$ cat config.mk
export PLATFORM = sky130hd
export DESIGN_NAME = dsram_port_arbiter
export DESIGN_NICKNAME = d
export VERILOG_FILES = /design/src/rtl/dsram_port_arbiter.sv
export SDC_FILE = /design/constraint.sdc
export NUM_CORES = 1
export LEC_CHECK = 0
export ABC_AREA = 1
export CELL_PAD_IN_SITES_DETAIL_PLACEMENT = 0
export CELL_PAD_IN_SITES_GLOBAL_PLACEMENT = 1
export CORE_MARGIN = 2
export CORE_UTILIZATION = 10
export CTS_CLUSTER_DIAMETER = 150
export DETAILED_ROUTE_END_ITERATION = 8
export HOLD_SLACK_MARGIN = 0.15
export PLACE_DENSITY = 0.82
export SETUP_SLACK_MARGIN = 0.3
export SYNTH_ARGS = -nofsm -noshare
export SYNTH_HDL_FRONTEND = slang
export SYNTH_SLANG_ARGS = --single-unit
$ cat constraint.sdc
create_clock -name clk -period 2.8 [get_ports clk]
set_input_delay 0.56 -clock clk [delete_from_list [all_inputs] [get_ports clk]]
set_output_delay 0.56 -clock clk [all_outputs]
set_load 0.005 [all_outputs]
$ cat src/rtl/dsram_port_arbiter.sv
// Purpose: shares one single-port data SRAM between the instruction-fetch
// port (I, read-only) and the MEM-stage data port (D, read/write). One SRAM
// access is issued at a time. Read data is returned to the owning port after
// RD_LAT cycles, with a one-cycle valid strobe.
//
// Ports:
//   clk, reset (async, active-low)
//   i_req/i_addr -> i_gnt, i_rvalid, i_rdata               fetch read port
//   d_req/d_we/d_addr/d_wdata -> d_gnt, d_rvalid, d_rdata  data port
//   sram_en/sram_wen/sram_addr/sram_wdata, sram_rdata      SRAM bus
//   busy                                                   read outstanding
//
// Configuration macro: ARB_RR_EN selects round-robin arbitration. When it is
// undefined, arbitration is fixed priority with D above I.
//
// Grants and SRAM controls are combinational from the requests in IDLE. This
// lets a granted access reach the SRAM in the same cycle. Every output is
// forced to 0 while reset is low.

module dsram_port_arbiter #(
  parameter int unsigned AW     = 32,
  parameter int unsigned DW     = 32,
  parameter int unsigned RD_LAT = 1
) (
  input  logic          clk,
  input  logic          reset,
  input  logic          i_req,
  input  logic [AW-1:0] i_addr,
  output logic          i_gnt,
  output logic          i_rvalid,
  output logic [DW-1:0] i_rdata,
  input  logic          d_req,
  input  logic [3:0]    d_we,
  input  logic [AW-1:0] d_addr,
  input  logic [DW-1:0] d_wdata,
  output logic          d_gnt,
  output logic          d_rvalid,
  output logic [DW-1:0] d_rdata,
  output logic          sram_en,
  output logic [3:0]    sram_wen,
  output logic [AW-1:0] sram_addr,
  output logic [DW-1:0] sram_wdata,
  input  logic [DW-1:0] sram_rdata,
  output logic          busy
);

  localparam int unsigned CNT_W = 2;
  localparam logic [CNT_W-1:0] LAT_INIT = CNT_W'(RD_LAT - 1);

  typedef enum logic {ST_IDLE = 1'b0, ST_WAIT = 1'b1} state_e;
  typedef enum logic {PORT_I = 1'b0, PORT_D = 1'b1} port_e;

  state_e           state_q, state_d;
  port_e            owner_q, owner_d;
  logic [CNT_W-1:0] lat_cnt_q, lat_cnt_d;
  logic             d_wins_c, i_wins_c;

`ifdef ARB_RR_EN
  port_e            last_q, last_d;

  // Round robin: on a tie, the port that was not granted last wins.
  always_comb begin
    d_wins_c = d_req && (!i_req || (last_q == PORT_I));
    i_wins_c = i_req && !d_wins_c;
  end

  always_ff @(posedge clk or negedge reset) begin
    if (!reset) begin
      last_q <= PORT_I;
    end else begin
      last_q <= last_d;
    end
  end
`else
  // Fixed priority: D always beats I.
  always_comb begin
    d_wins_c = d_req;
    i_wins_c = i_req && !d_req;
  end
`endif

  // State register.
  always_ff @(posedge clk or negedge reset) begin
    if (!reset) begin
      state_q   <= ST_IDLE;
      owner_q   <= PORT_D;
      lat_cnt_q <= '0;
    end else begin
      state_q   <= state_d;
      owner_q   <= owner_d;
      lat_cnt_q <= lat_cnt_d;
    end
  end

  // Next state and outputs.
  always_comb begin
    state_d    = state_q;
    owner_d    = owner_q;
    lat_cnt_d  = lat_cnt_q;
`ifdef ARB_RR_EN
    last_d     = last_q;
`endif
    i_gnt      = 1'b0;
    i_rvalid   = 1'b0;
    i_rdata    = '0;
    d_gnt      = 1'b0;
    d_rvalid   = 1'b0;
    d_rdata    = '0;
    sram_en    = 1'b0;
    sram_wen   = 4'b0000;
    sram_addr  = '0;
    sram_wdata = '0;
    busy       = 1'b0;

    if (reset) begin
      case (state_q)
        ST_IDLE: begin
          if (d_wins_c) begin
            d_gnt      = 1'b1;
            sram_en    = 1'b1;
            sram_wen   = d_we;
            sram_addr  = d_addr;
            sram_wdata = d_wdata;
`ifdef ARB_RR_EN
            last_d     = PORT_D;
`endif
            // A write completes at the edge and needs no return path.
            if (d_we == 4'b0000) begin
              state_d   = ST_WAIT;
              owner_d   = PORT_D;
              lat_cnt_d = LAT_INIT;
            end
          end else if (i_wins_c) begin
            i_gnt     = 1'b1;
            sram_en   = 1'b1;
            sram_addr = i_addr;
`ifdef ARB_RR_EN
            last_d    = PORT_I;
`endif
            state_d   = ST_WAIT;
            owner_d   = PORT_I;
            lat_cnt_d = LAT_INIT;
          end
        end
        ST_WAIT: begin
          busy = 1'b1;
          if (lat_cnt_q == '0) begin
            if (owner_q == PORT_D) begin
              d_rvalid = 1'b1;
              d_rdata  = sram_rdata;
            end else begin
              i_rvalid = 1'b1;
              i_rdata  = sram_rdata;
            end
            state_d = ST_IDLE;
          end else begin
            lat_cnt_d = lat_cnt_q - CNT_W'(1);
          end
        end
        default: state_d = ST_IDLE;
      endcase
    end
  end

endmodule
==> run metrics <==
fin cells=790; final core occ=0.3411; Initial DRC Count=36; crit end category=output pin; top cell type's share of synthesized area=0.2896; Max VDD drop=0.1328 mV; post-synth cell types=16; Chip Height=122.9 µm; Row Count=43; Synth Area in Simple Gates=0.6094; Synth Area in XOR/XNOR=0; CTS tree=done; Most used DFF post-synth=dfrtp_1; Final Net Count=748; vias in the first global route=2400; number of port buffers=273; crit path from=reset; layout cells sized above 1=0.07213; Reg-to-Reg Start=lat_cnt_q[0]$_DFFE_PN0P_; vias=2734; Sequential Area=101.3 µm²; Internal=618.5 µW; io pins=274; post-synthesis sequential area ratio=0.07174; cell with the most instances after synthesis=nand2_1; gr ovfl total=0; top post-synthesis cells by area=nand2_1, nor2_1, inv_1; critical path startpoint category=primary input; Non-Filler Cell Area, Final=4717 µm²; DRC=0; CTS Buffer Depth=2; Die ar.=15090 µm²; Final Max Slew Viols=0; Area Overhead vs Synth=233.9%; period utilization=0.8611; Post-synth top cells=nand2_1, nor2_1, inv_1; Final min period=2.411 ns; Fin Clk Skew=0.002681 ns; relative slew slack=0.8735; Post-CTS Hold Fix Bufs=0; Synth Area in Adders=0.008857; DP Cell Count=775; clock sinks=4; initial antenna violation count=0; drt first pass iters=3; GPL Wtd Cong=0.7680; post-synthesis async set-or-reset flop share=1.000; Clk pwr share=0.265; status=complete, no violations; sw power=241.8 µW; Logic pwr share=0.650; sequential power share=0.084; worst slack, placed=-0.1138 ns; Syn Nets=462; Setup TNS=0 ns; number of CTS-inserted buffers=3; setup violators final=0; Worst Hold Class=in -> async; WP data required=2.24 ns; maximum capacitance violations=0; core area=13830 µm²; Yosys reg bits=4; Ant. Diodes=0; CP arrival=1.85 ns; Syn Inst Count=325; multi-input logic area=908.4 µm²; Max Clk Rate=0.4148 GHz; worst-margin pin slew=0.1897 ns; CP max FO=10; Static Leak=0.003225 µW; Initial Util=0.1022; post-synthesis compound-gate area fraction=0.007086; clock-pin slew on the worst setup and hold paths=0.03 ns; CTS HTree Levels=1; drt total wl=8424 µm; Placed Area=4390 µm²; via/cell ratio=3.461; multiplexer share of the synthesized area=0; largest family of logic cells by synthesized area=simple AND/OR/NAND/NOR gates; clk root buf=clkbuf_16; power per cell area=182.4 nW/µm²; Synth area leader=nand2_1; sw frac=0.2811; Layout fillers=1480; Die Wd=122.9 µm; wire per inst=10.66 µm; largest net degree at the start of global routing=37; Worst-Skew Late Latency=0.22 ns; RSZ-0062 raised after global routing=no; kind of critical path=in -> out; post-DP HPWL=6957 µm; mapped cell area=1413 µm²; first-pass GRT wire length=11380 µm; Final ANT Viol Nets=0; synth warn=0; EDFF count, synth=0; GRT Total Usage=0.09255; Syn Area/Cell=4.346 µm²; worst r2r path cells=8; final worst setup slack=0.3890 ns; Final Hold Viols=0
-- timing repair --
action / in CTS / in global routing
setup endpoints to repair: 137 / 102
gates cloned: 0 / 3
resized for setup: 43 / 63
pin swaps: 2 / 5
setup buffers: 2 / 6
-- power groups by stage --
stage | logic [µW] | registers, µW | clock network [µW]
after floorplan | 152 | 70.9 | 0
after global placement | 558 | 72.2 | 0
after detailed placement | 558 | 72.0 | 0
after CTS | 556 | 72.7 | 233
after global routing | 612 | 73.3 | 237
final | 559 | 72.5 | 228
-- flip-flops by register name, summed over array words and instances, names as in the netlist --
signal / flops
state_q: 1
lat_cnt_q: 2
owner_q: 1
-- stage by stage --
step                total power, µW  hold WS, ns
floorplan                     223.2       0.2644
global placement              630.5       0.4844
detailed placement            629.9       0.4947
CTS                           861.3       0.5003
global route                  922.5       0.3862
finish                        860.3       0.3611
-- layout by cell type (no fill, tap or decap), drive strengths merged --
master | netlist | final
nor2 | 104 | 104
buf | 15 | 21
clkinv | 0 | 1
dlygate4sd2 | 0 | 34
ha | 1 | 1
clkbuf | 0 | 8
clkdlybuf4s50 | 0 | 189
dlymetal6s2s | 0 | 48
nand4 | 1 | 1
dfstp | 1 | 1
o21ai | 2 | 2
nor3 | 2 | 2
nand2 | 111 | 111
nand3 | 3 | 3
inv | 82 | 81
dfrtp | 3 | 3
-- logic make-up after synthesis --
family,after synthesis
AOI/OAI and AO/OA,2
adders and majority gates,1
and+or+nand+nor,221
DFF,4
buffers and inverters,97
-- routing by layer --
metal | track usage | up-vias | wire, µm
li1 | - | 1460 | -
met1 | 0.09832 | 1094 | 2964
met2 | 0.1778 | 176 | 4170
met3 | 0.03206 | 4 | 1250
met4 | 0.01293 | 0 | 38
met5 | 0 | - | 0
-- worst max-delay path: stages --
cell	delay [ns]
clkbuf_2	0.11
inv_2	0.05
nor2_4	0.17
nand2_4	0.10
inv_6	0.10
clkbuf_16	0.15
nand2_1	0.05
nand2_1	0.06
clkdlybuf4s50_1	0.50
-- final cells by class --
class | count | share of cell area
multi-input combinational | 224 | 0.1926
timing repair buffer | 296 | 0.6541
clock buffer | 4 | 0.01671
sequential | 4 | 0.02149
tap | 180 | 0.04775
inverter | 82 | 0.06737
-- path summary, 6_finish.rpt --
kind / to / slack, ns
min: lat_cnt_q[0]$_DFFE_PN0P_ / 0.36
min reg2reg: lat_cnt_q[0]$_DFFE_PN0P_ / 0.50
max: sram_addr[19] / 0.39
max reg2reg: lat_cnt_q[1]$_DFFE_PN0P_ / 1.58
min in group clk: lat_cnt_q[0]$_DFFE_PN0P_ / 0.50
max in group asynchronous: owner_q$_DFFE_PN1P_ / 2.24
Note: power is estimated with default switching activity, not from simulation.
